## src/rtl/sysex_patch_sender.sv

```systemverilog
// SysEx patch-dump transmitter: walks parameter memory and streams F0 .. F7 to the MIDI TX UART.
// Optional checksum byte before F7 when SYX_CHECKSUM_EN is defined.
//
// state  | meaning
// IDLE   | waiting for send_req
// HDR    | sending F0, MANUF_ID, dev_id, 01
// FETCH  | read strobe for parameter idx
// WAIT   | capture memory data
// SEND   | offer data byte until accepted
// CKSUM  | offer checksum byte (checksum build only)
// EOX    | offer F7
// DONE   | one-cycle done pulse
module sysex_patch_sender #(
    parameter logic [7:0] MANUF_ID   = 8'h7D,
    parameter int         NUM_PARAMS = 128,
    parameter int         ADDR_W     = 7
) (
    input  logic              reg_clk,
    input  logic              reset_reg_N,
    input  logic              send_req,
    input  logic [3:0]        dev_id,
    output logic [ADDR_W-1:0] rd_addr,
    output logic              rd_en,
    input  logic [7:0]        rd_data,
    output logic [7:0]        tx_data,
    output logic              tx_valid,
    input  logic              tx_ready,
    output logic              dec_sysex_data_patch_send,
    output logic              busy,
    output logic              done
);

    typedef enum logic [2:0] {
        S_IDLE, S_HDR, S_FETCH, S_WAIT, S_SEND, S_CKSUM, S_EOX, S_DONE
    } state_t;

    localparam logic [ADDR_W-1:0] LAST_IDX = ADDR_W'(NUM_PARAMS - 1);

    state_t            state, state_nxt;
    logic [1:0]        hdr_idx;
    logic [ADDR_W-1:0] idx;
    logic [7:0]        data_q;
    logic [3:0]        dev_q;
    logic              start;

`ifdef SYX_CHECKSUM_EN
    logic [6:0] sum;
    logic [6:0] cksum;
    assign cksum = 7'd0 - sum;
`endif

    assign start = (state == S_IDLE) && send_req;

    always_ff @(posedge reg_clk or negedge reset_reg_N) begin
        if (!reset_reg_N) begin
            state <= S_IDLE;
        end else begin
            state <= state_nxt;
        end
    end

    always_comb begin
        state_nxt = state;
        tx_valid  = 1'b0;
        tx_data   = 8'h00;
        rd_en     = 1'b0;
        unique case (state)
            S_IDLE: begin
                if (send_req) state_nxt = S_HDR;
            end
            S_HDR: begin
                tx_valid = 1'b1;
                unique case (hdr_idx)
                    2'd0: tx_data = 8'hF0;
                    2'd1: tx_data = MANUF_ID;
                    2'd2: tx_data = {4'h0, dev_q};
                    default: tx_data = 8'h01;
                endcase
                if (tx_ready && hdr_idx == 2'd3) state_nxt = S_FETCH;
            end
            S_FETCH: begin
                rd_en     = 1'b1;
                state_nxt = S_WAIT;
            end
            S_WAIT: begin
                state_nxt = S_SEND;
            end
            S_SEND: begin
                tx_valid = 1'b1;
                tx_data  = data_q;
                if (tx_ready) begin
                    if (idx == LAST_IDX) begin
`ifdef SYX_CHECKSUM_EN
                        state_nxt = S_CKSUM;
`else
                        state_nxt = S_EOX;
`endif
                    end else begin
                        state_nxt = S_FETCH;
                    end
                end
            end
            S_CKSUM: begin
                tx_valid = 1'b1;
`ifdef SYX_CHECKSUM_EN
                tx_data  = {1'b0, cksum};
`endif
                if (tx_ready) state_nxt = S_EOX;
            end
            S_EOX: begin
                tx_valid = 1'b1;
                tx_data  = 8'hF7;
                if (tx_ready) state_nxt = S_DONE;
            end
            S_DONE: begin
                state_nxt = S_IDLE;
            end
            default: state_nxt = S_IDLE;
        endcase
    end

    always_ff @(posedge reg_clk or negedge reset_reg_N) begin
        if (!reset_reg_N) begin
            hdr_idx <= 2'd0;
            idx     <= '0;
            data_q  <= 8'h00;
            dev_q   <= 4'h0;
`ifdef SYX_CHECKSUM_EN
            sum     <= 7'd0;
`endif
        end else begin
            if (start) begin
                hdr_idx <= 2'd0;
                idx     <= '0;
                dev_q   <= dev_id;
`ifdef SYX_CHECKSUM_EN
                sum     <= 7'd0;
`endif
            end
            if (state == S_HDR && tx_ready) hdr_idx <= hdr_idx + 2'd1;
            if (state == S_WAIT) begin
                data_q <= rd_data & 8'h7F;
`ifdef SYX_CHECKSUM_EN
                sum    <= sum + rd_data[6:0];
`endif
            end
            // idx stops at the last address so a full 2**ADDR_W dump never wraps
            if (state == S_SEND && tx_ready && idx != LAST_IDX) idx <= idx + ADDR_W'(1);
        end
    end

    assign rd_addr                   = idx;
    assign busy                      = (state != S_IDLE);
    assign done                      = (state == S_DONE);
    assign dec_sysex_data_patch_send = (state != S_IDLE) && (state != S_DONE);

endmodule
```

## config.mk

```make
export PLATFORM = sky130hd
export DESIGN_NAME = sysex_patch_sender
export DESIGN_NICKNAME = d
export VERILOG_FILES = /design/src/rtl/sysex_patch_sender.sv
export SDC_FILE = /design/constraint.sdc
export NUM_CORES = 1
export LEC_CHECK = 0
export BUFFER_PORTS_ARGS = -buffer_cell sky130_fd_sc_hd__buf_2
export CAP_MARGIN = 40
export CORE_MARGIN = 8
export CORE_UTILIZATION = 40
export CTS_BUF_LIST = sky130_fd_sc_hd__clkbuf_8 sky130_fd_sc_hd__clkbuf_16
export CTS_CLUSTER_SIZE = 14
export DETAILED_ROUTE_END_ITERATION = 10
export HOLD_SLACK_MARGIN = 0.06
export PLACE_DENSITY = 0.62
export SETUP_SLACK_MARGIN = 0.2
export SYNTH_ARGS = -nofsm -noshare
export SYNTH_HDL_FRONTEND = slang
export SYNTH_SLANG_ARGS = --single-unit
```

## constraint.sdc

```tcl
create_clock -name reg_clk -period 2.4 [get_ports reg_clk]
set_clock_uncertainty 0.15 [all_clocks]
set_input_delay 0.12 -clock reg_clk [delete_from_list [all_inputs] [get_ports reg_clk]]
set_output_delay 0.12 -clock reg_clk [all_outputs]
set_load 0.02 [all_outputs]
```

==> metrics.cfg, run 1 <==
[outcome]
status=completed

[power]
power.ir.vdd_worst_v=0.000575
total_power_mw=1.93
total_leakage_power_nw=0.821
power-per-cell-area_nw_per_um2=1080

[synthesis]
syn-instance-count=134
ys_seq_area_frac=0.426
yosysTopAreaCellShare=0.426
synth_warnings=0
largest_area_contributor_in_the_synthesized_netlist=sky130_fd_sc_hd__dfrtp_1
area_of_the_mapped_netlist_um2=1350
ys_seq_elements=23
synth.top_cells.by_area=sky130_fd_sc_hd__dfrtp_1, sky130_fd_sc_hd__mux2_2, sky130_fd_sc_hd__ha_1
synth.net_count=156
syn-mean-instance-area_um2=10.1
count_of_distinct_cell_types_in_the_synthesized_netlist=36

[grt]
global_route_wire_length_before_repair_mm=5.34
maximum_number_of_pins_on_one_net_before_global_route_repair=24
first_global_vias=1216
grt_use_total=0.126
grt_remaining_overflow=0
grt_antenna_before_repair=0

[worst_setup_path]
critical_path_required_ns=2.13
critical_path.n_buffers_inverters=2
worst-path-max-fanout=6
critical-path-top-delay-family=simple AND/OR/NAND/NOR gates
timing.critical_path.from_type=register
timing.critical_path.mode_cell=sky130_fd_sc_hd__a21oi_1
arrival_time_at_the_worst_endpoint_ns=1.81
cp_slowest_cell=sky130_fd_sc_hd__dfrtp_2
worst_setup_path_end_kind=primary output
delay_contributed_by_the_slowest_stage_of_the_critical_path_ns=0.44
crit_chain=inv_1, ha_2, nor2b_4, a21oi_1, or3_1, a21oi_1, buf_4
reg2reg_setup_slack_ns=0.58
crit_type=reg2out

[layout]
antenna_cells=0
post_route_cells_drive_above_1_share=0.357
syn_to_final_growth_pct=32.6
nets=208

[clock_network]
tritoncts_buffer_count=3
clock_tree_from_tritoncts=built
worst_skew_pair.late_latency_ns=0.26
cts_num_sinks=23
clk_transition_reported_paths_ns=0.08
max-clock-path-buffers=2
htree_levels=1
clock_tree.root_cell=sky130_fd_sc_hd__clkbuf_8

[placement]
dpl.hpwl_mm=2.39
gp_routability_congestion=0.775
place.port_buffers=34

[die]
die-width_um=74.1
coreArea_um2=3280
pin_count=36
floorplan.die.height_um=74.1
design.die.area_um2=5490
fp-row-count=21
effective_utilization_at_floorplan=0.411

[detailed_routing]
num_vias=1172
route.final.wire_length_mm=3.12
ant_nets=0
routed_wire_length_per_instance_um=13.5
route.detailed.drc=0
drt_pre_antenna_iters=4
route.detailed.vias_per_inst=5.07
initialDrtViolationCount=35

[sta]
rsz0062_at_grt=true
fin_hold_ws_ns=0.203
maxSlewHeadroom=0.666
finalSetupTns_ns=0
finalCritPeriodShare=0.866
fin_crit_ns=2.08
fmax_ghz=0.481
finalHoldViolCount=0
report.final.slew_viol_count=0
setup_viol_count_final=0
worst_slew_pin_slew_ns=0.502

[job]
timing.max_cap.violations=0

[hold_path]
hold_path.class=in2async

final cells by class:
class,instances,area (µm²)
inverter,5,18.8
timing repair buffer,53,350
fill,292,1490
tap,46,57.6
clock inverter,1,3.75
sequential,23,578
clock buffer,3,41.3
multi-input combinational,100,741
power by group:
part           switching [mW]  internal [mW]  total [mW]
Clock                   0.118          0.114       0.233
Sequential              0.111          0.527       0.638
Combinational           0.596          0.462        1.06
routing by layer:
layer,GRT usage,up-vias,share of wire
met5,0,-,0
met4,0.0665,0,0.017
met3,0.0270,5,0.042
met2,0.214,21,0.52
met1,0.144,563,0.42
li1,-,583,-
cells by family (layout without fill, tap and decap cells):
group	Yosys count	count (layout)	synth area share
AND/OR/NAND/NOR	47	47	0.192
AO/OA/AOI/OAI	35	35	0.189
flip-flops	23	23	0.426
multiplexers	11	11	0.0918
buffers and inverters	11	62	0.0389
adder cells (fa/ha/maj)	6	6	0.0556
XOR/XNOR	1	1	0.00649
cells in the final DEF, fill, tap and decap left out, drive strengths merged, types with 4 or more instances in the layout:
master | netlist | final
nand2 | 14 | 14
buf | 4 | 39
a31o | 4 | 4
o21ai | 12 | 12
inv | 5 | 6
a21oi | 10 | 10
dfrtp | 23 | 23
mux2 | 11 | 11
nor2 | 6 | 6
ha | 6 | 6
nor2b | 4 | 4
nand3 | 8 | 8
dlygate4sd3 | 0 | 14
cells in the mapped netlist:
master	n
sky130_fd_sc_hd__nand2b_1	3
sky130_fd_sc_hd__a211oi_1	1
sky130_fd_sc_hd__o31ai_1	1
sky130_fd_sc_hd__buf_6	1
sky130_fd_sc_hd__clkbuf_1	2
sky130_fd_sc_hd__a21oi_1	10
sky130_fd_sc_hd__o21ai_0	11
sky130_fd_sc_hd__nor3_1	2
sky130_fd_sc_hd__o311ai_4	1
sky130_fd_sc_hd__o41ai_2	1
sky130_fd_sc_hd__nand3_1	8
sky130_fd_sc_hd__nand3b_1	3
sky130_fd_sc_hd__or3_1	1
sky130_fd_sc_hd__a31o_1	3
sky130_fd_sc_hd__nor3b_1	1
sky130_fd_sc_hd__buf_2	3
sky130_fd_sc_hd__mux2_2	11
sky130_fd_sc_hd__nand2_1	14
sky130_fd_sc_hd__dfrtp_1	23
sky130_fd_sc_hd__or3_4	1
sky130_fd_sc_hd__xor2_1	1
sky130_fd_sc_hd__a31o_2	1
sky130_fd_sc_hd__o2bb2ai_1	1
sky130_fd_sc_hd__nor2b_1	4
sky130_fd_sc_hd__nor2_1	5
sky130_fd_sc_hd__or2_2	1
sky130_fd_sc_hd__o211ai_1	1
sky130_fd_sc_hd__nor2_4	1
sky130_fd_sc_hd__o31ai_2	1
sky130_fd_sc_hd__and2_1	1
sky130_fd_sc_hd__a31oi_1	2
sky130_fd_sc_hd__ha_1	6
sky130_fd_sc_hd__inv_1	5
sky130_fd_sc_hd__o21ai_4	1
sky130_fd_sc_hd__and4bb_4	1
sky130_fd_sc_hd__and3_1	1
repair_timing:
| item | in CTS | in global routing |
|---|---|---|
| setup endpoints to repair | 1 | 4 |
| cloned | 0 | 0 |
| endpoints found under the hold margin | 37 | 0 |
| setup buffers | 0 | 2 |
| hold buffers | 14 | 0 |
| resized for setup | 1 | 6 |
stage by stage:
step                instances  utilization  cell area (µm²)  setup slack (ns)
floorplan                 134            -             1350             0.570
global placement          211        0.477             1570             0.527
detailed placement        211        0.477             1570             0.490
CTS                       229        0.534             1750             0.207
global route              231        0.545             1790             0.174
finish                    231        0.545             1790             0.322
worst paths after layout:
check / startpoint / end / cells past startpoint
max in group asynchronous: reset_reg_N / hdr_idx[0]$_DFFE_PN0P_ / 2
setup / recovery: hdr_idx[0]$_DFFE_PN0P_ / tx_data[3] / 7
min in group reg_clk: data_q[1]$_DFFE_PN0P_ / data_q[1]$_DFFE_PN0P_ / 1
setup reg to reg: state[1]$_DFFE_PN0P_ / dev_q[1]$_DFFE_PN0P_ / 4
hold reg to reg: data_q[1]$_DFFE_PN0P_ / data_q[1]$_DFFE_PN0P_ / 1
hold / removal: reset_reg_N / data_q[0]$_DFFE_PN0P_ / 2
registers in the layout (all words and copies together), names as in the netlist:
| signal | flops |
|---|---|
| hdr_idx | 2 |
| data_q | 7 |
| dev_q | 4 |
| rd_addr | 7 |
| state | 3 |
No activity file was read; power rests on OpenSTA's default activity.
==> run 2: changes to the inputs <==
--- a/config.mk
+++ b/config.mk
@@ -7,12 +7,13 @@
 export LEC_CHECK = 0
 export BUFFER_PORTS_ARGS = -buffer_cell sky130_fd_sc_hd__buf_2
 export CAP_MARGIN = 40
-export CORE_MARGIN = 8
+export CORE_MARGIN = 2
 export CORE_UTILIZATION = 40
 export CTS_BUF_LIST = sky130_fd_sc_hd__clkbuf_8 sky130_fd_sc_hd__clkbuf_16
 export CTS_CLUSTER_SIZE = 14
 export DETAILED_ROUTE_END_ITERATION = 10
 export HOLD_SLACK_MARGIN = 0.06
+export MAX_ROUTING_LAYER = met4
 export PLACE_DENSITY = 0.62
 export SETUP_SLACK_MARGIN = 0.2
 export SYNTH_ARGS = -nofsm -noshare
==> metrics.cfg, run 2 (synthesis gave the netlist of run 1 again) <==
[detailed_routing]
ant_nets=0
route.detailed.drc=0
routed_wire_length_per_instance_um=12.2
route.detailed.vias_per_inst=5.05
route.final.wire_length_mm=2.79
num_vias=1156
initialDrtViolationCount=61
drt_pre_antenna_iters=4

[layout]
nets=206
layout.cells.most_common_list=sky130_fd_sc_hd__buf_2, sky130_fd_sc_hd__dfrtp_1, sky130_fd_sc_hd__nand2_1, sky130_fd_sc_hd__dlygate4sd3_1
antenna_cells=0
syn_to_final_growth_pct=30.7
post_route_cells_drive_above_1_share=0.339
layout.cells.most_common=sky130_fd_sc_hd__buf_2
final_design_area_no_fill_um2=1760
layout.core_utilization=0.537

[worst_setup_path]
crit_type=reg2out
timing.critical_path.from_type=register
worst_setup_path_end_kind=primary output
worst-path-max-fanout=8
reg2reg_setup_slack_ns=0.55
arrival_time_at_the_worst_endpoint_ns=1.84
critical_path_required_ns=2.13

[grt]
grt.met3_usage=0.0248
grt_remaining_overflow=0
grt_use_total=0.158
met1_usage=0.199
first_global_vias=1013
global_route_wire_length_before_repair_mm=4.34
grt.met2_usage=0.251
grt_antenna_before_repair=0
maximum_number_of_pins_on_one_net_before_global_route_repair=24
grt.busiest_layer=met2

[die]
pin_count=36
die-width_um=62.1
effective_utilization_at_floorplan=0.411
design.die.area_um2=3860
floorplan.die.height_um=62.1
fp-row-count=21
coreArea_um2=3280

[sta]
fin_crit_ns=2.11
fin_hold_ws_ns=0.206
maxSlewHeadroom=0.655
finalHoldViolCount=0
worst_slew_pin_slew_ns=0.517
fmax_ghz=0.473
rsz0062_at_grt=true
finalSetupTns_ns=0
setup_viol_count_final=0
finalCritPeriodShare=0.880
report.final.slew_viol_count=0

[clock_network]
max-clock-path-buffers=2
clk_transition_reported_paths_ns=0.08
htree_levels=1
clock_tree.root_cell=sky130_fd_sc_hd__clkbuf_8
cts_num_sinks=23
worst_skew_pair.late_latency_ns=0.26
clock_tree_from_tritoncts=built
tritoncts_buffer_count=3

[power]
power-per-cell-area_nw_per_um2=1060
power.ir.vdd_worst_v=0.000373
total_leakage_power_nw=0.813

[hold_path]
hold_path.class=in2async

[placement]
gp_routability_congestion=0.766
dpl.hpwl_mm=2.04
place_area_um2=1570
place.port_buffers=34

[job]
timing.max_cap.violations=0

[outcome]
status=completed

[run 2: power by group]
| group | total, mW | internal (mW) | switching (mW) |
|---|---|---|---|
| Sequential | 0.641 | 0.526 | 0.115 |
| Clock | 0.232 | 0.114 | 0.118 |
| Combinational | 1.00 | 0.433 | 0.569 |
[run 2: metrics by stage]
stage | instances | setup WS, ns | power (mW)
final | 229 | 0.288 | 1.88
after global routing | 229 | 0.154 | 2.03
after CTS | 229 | 0.212 | 1.88
after detailed placement | 211 | 0.517 | 1.62
after global placement | 211 | 0.530 | 1.60
after floorplan | 134 | 0.570 | 1.35
[run 2: layout make-up]
type,count,area [µm²]
clock buffer,3,41.3
fill,334,1520
multi-input combinational,100,733
timing repair buffer,51,333
inverter,5,18.8
sequential,23,577
tap,46,57.6
clock inverter,1,3.75
[run 2: repair_timing]
item / in CTS / in global routing
endpoints found under the hold margin: 37 / 0
gates resized for setup: 0 / 3
hold buffers: 14 / 0
buffers inserted: 0 / 0
setup endpoints to repair: 0 / 4
[run 2: final timing paths]
check | startpoint | end | cells past startpoint
max | hdr_idx[0]$_DFFE_PN0P_ | tx_data[3] | 7
min | reset_reg_N | state[1]$_DFFE_PN0P_ | 2
max reg2reg | state[1]$_DFFE_PN0P_ | dev_q[0]$_DFFE_PN0P_ | 4
min reg2reg | data_q[1]$_DFFE_PN0P_ | data_q[1]$_DFFE_PN0P_ | 1
max in group asynchronous | reset_reg_N | hdr_idx[0]$_DFFE_PN0P_ | 2
min in group reg_clk | data_q[1]$_DFFE_PN0P_ | data_q[1]$_DFFE_PN0P_ | 1
[run 2: per-layer routing]
metal  routed length (µm)  share of wire
met1                 1250           0.45
met3                   88          0.032
met2                 1420           0.51
met5                    0              0
met4                   34          0.012
[run 2: critical path, stage by stage (launching register included)]
cell	delay (ns)
sky130_fd_sc_hd__dfrtp_2	0.47
sky130_fd_sc_hd__inv_1	0.10
sky130_fd_sc_hd__ha_1	0.18
sky130_fd_sc_hd__nor2b_2	0.16
sky130_fd_sc_hd__a21oi_1	0.07
sky130_fd_sc_hd__or3_1	0.30
sky130_fd_sc_hd__a21oi_1	0.12
sky130_fd_sc_hd__buf_2	0.18
==> run 3: changes to the inputs <==
--- a/config.mk
+++ b/config.mk
@@ -5,16 +5,16 @@
 export SDC_FILE = /design/constraint.sdc
 export NUM_CORES = 1
 export LEC_CHECK = 0
-export BUFFER_PORTS_ARGS = -buffer_cell sky130_fd_sc_hd__buf_2
 export CAP_MARGIN = 40
 export CORE_MARGIN = 2
-export CORE_UTILIZATION = 40
+export CORE_UTILIZATION = 55
 export CTS_BUF_LIST = sky130_fd_sc_hd__clkbuf_8 sky130_fd_sc_hd__clkbuf_16
 export CTS_CLUSTER_SIZE = 14
 export DETAILED_ROUTE_END_ITERATION = 10
+export DONT_BUFFER_PORTS = 1
 export HOLD_SLACK_MARGIN = 0.06
 export MAX_ROUTING_LAYER = met4
-export PLACE_DENSITY = 0.62
+export PLACE_DENSITY = 0.69
 export SETUP_SLACK_MARGIN = 0.2
 export SYNTH_ARGS = -nofsm -noshare
 export SYNTH_HDL_FRONTEND = slang
==> metrics.cfg, run 3 (synthesis gave the netlist of run 1 again) <==
[sta]
setup_viol_count_final=0
fin_crit_ns=2.16
maxSlewHeadroom=0.558
worst_slew_pin_slew_ns=0.656
post-route-worst-setup-slack_ns=0.237
finalCritPeriodShare=0.901
report.final.slew_viol_count=0
fmax_ghz=0.462
rsz0062_at_grt=true
finalSetupTns_ns=0
finalHoldViolCount=0

[clock_network]
cts_num_sinks=23
clock_tree_from_tritoncts=built
clock_tree.root_cell=sky130_fd_sc_hd__clkbuf_8
htree_levels=1
worst_skew_pair.late_latency_ns=0.26
max-clock-path-buffers=2
clk_transition_reported_paths_ns=0.08
tritoncts_buffer_count=3

[power]
total_leakage_power_nw=0.675
power.ir.vdd_worst_v=0.000981
power-per-cell-area_nw_per_um2=1120
total_power_mw=1.81

[layout]
syn_to_final_growth_pct=19.4
final_cells=180
post_route_cells_drive_above_1_share=0.211
layout.cells.most_common=sky130_fd_sc_hd__dfrtp_1
layout.cells.most_common_list=sky130_fd_sc_hd__dfrtp_1, sky130_fd_sc_hd__nand2_1, sky130_fd_sc_hd__dlygate4sd3_1
nets=175
antenna_cells=0

[die]
design.die.area_um2=2870
coreArea_um2=2280
floorplan.die.height_um=53.5
pin_count=36
die-width_um=53.5
effective_utilization_at_floorplan=0.593
fp-row-count=17

[worst_setup_path]
worst-path-max-fanout=8
cp_slowest_cell=sky130_fd_sc_hd__dfrtp_2
timing.critical_path.from_type=register
crit_type=reg2out
delay_contributed_by_the_slowest_stage_of_the_critical_path_ns=0.46
critical_path_required_ns=2.13
arrival_time_at_the_worst_endpoint_ns=1.89
crit_chain=inv_1, ha_1, nor2b_1, a21oi_1, or3_1, a21oi_4
worst_setup_path_end_kind=primary output

[detailed_routing]
ant_nets=0
routed_wire_length_per_instance_um=15.7
drt_pre_antenna_iters=5
route.detailed.vias_per_inst=5.91
initialDrtViolationCount=28
route.final.wire_length_mm=2.83
route.detailed.drc=0
num_vias=1063

[placement]
place.port_buffers=0
dpl.hpwl_mm=1.93
preCtsSetupSlack_ns=0.427
gp_routability_congestion=0.745
place.detailed.instances=161

[grt]
global_route_wire_length_before_repair_mm=4.26
maximum_number_of_pins_on_one_net_before_global_route_repair=24
grt_use_total=0.214
grt_antenna_before_repair=0
first_global_vias=977
grt_remaining_overflow=0

[outcome]
status=completed

[hold_path]
hold_path.class=in2reg

[job]
timing.max_cap.violations=0

==> run 3: critical path: cells and delay by family, from the launching register on <==
| kind | cells | cell delay [ns] |
|---|---|---|
| AND/OR/NAND/NOR | 2 | 0.57 |
| flip-flops | 1 | 0.46 |
| AO/OA/AOI/OAI | 2 | 0.32 |
| adder cells (fa/ha/maj) | 1 | 0.19 |
| buffers and inverters | 1 | 0.10 |
==> run 3: where the power goes <==
part           internal (mW)  leakage, nW  switching [mW]
combinational          0.372        0.361           0.540
clock                  0.114       0.0269           0.115
sequential             0.527        0.287           0.143
total                   1.01        0.675           0.798
==> run 3: path summary, 6_finish.rpt <==
| kind | slack (ns) | cells past startpoint | end | from |
|---|---|---|---|---|
| max reg2reg | 0.48 | 4 | dev_q[0]$_DFFE_PN0P_ | state[1]$_DFFE_PN0P_ |
| min | 0.14 | 3 | rd_addr[2]$_DFFE_PN0P_ | tx_ready |
| max | 0.24 | 6 | tx_data[3] | hdr_idx[0]$_DFFE_PN0P_ |
| max in group asynchronous | 1.44 | 2 | hdr_idx[0]$_DFFE_PN0P_ | reset_reg_N |
| min in group asynchronous | 0.16 | 1 | data_q[2]$_DFFE_PN0P_ | reset_reg_N |
| min reg2reg | 0.36 | 1 | data_q[6]$_DFFE_PN0P_ | data_q[6]$_DFFE_PN0P_ |
==> run 3: through the flow <==
| stage | cell area, µm² | hold WS [ns] | util |
|---|---|---|---|
| after floorplan | 1350 | -0.326 | - |
| after global placement | 1390 | -0.325 | 0.610 |
| after detailed placement | 1390 | -0.325 | 0.610 |
| after CTS | 1580 | 0.124 | 0.693 |
| after global routing | 1610 | 0.134 | 0.708 |
| final | 1610 | 0.137 | 0.708 |
==> run 3: final cells by class <==
class                      instances  area [µm²]
sequential                        23         578
multi-input combinational        100         742
timing repair buffer              20         193
tap                               28        35.0
fill                             182         664
inverter                           5        18.8
clock buffer                       3        41.3
clock inverter                     1        3.75
==> run 3: metal layers <==
metal,share of wire,global-route usage
met1,0.45,0.263
met2,0.50,0.354
met3,0.043,0.0361
met4,0.0064,0.0812
met5,0,-
==> run 3: timing repair <==
action / in CTS / in global routing
setup endpoints to repair: 1 / 4
endpoints found under the hold margin: 41 / 0
setup buffers: 0 / 0
hold buffers: 14 / 0
gates resized for setup: 1 / 4
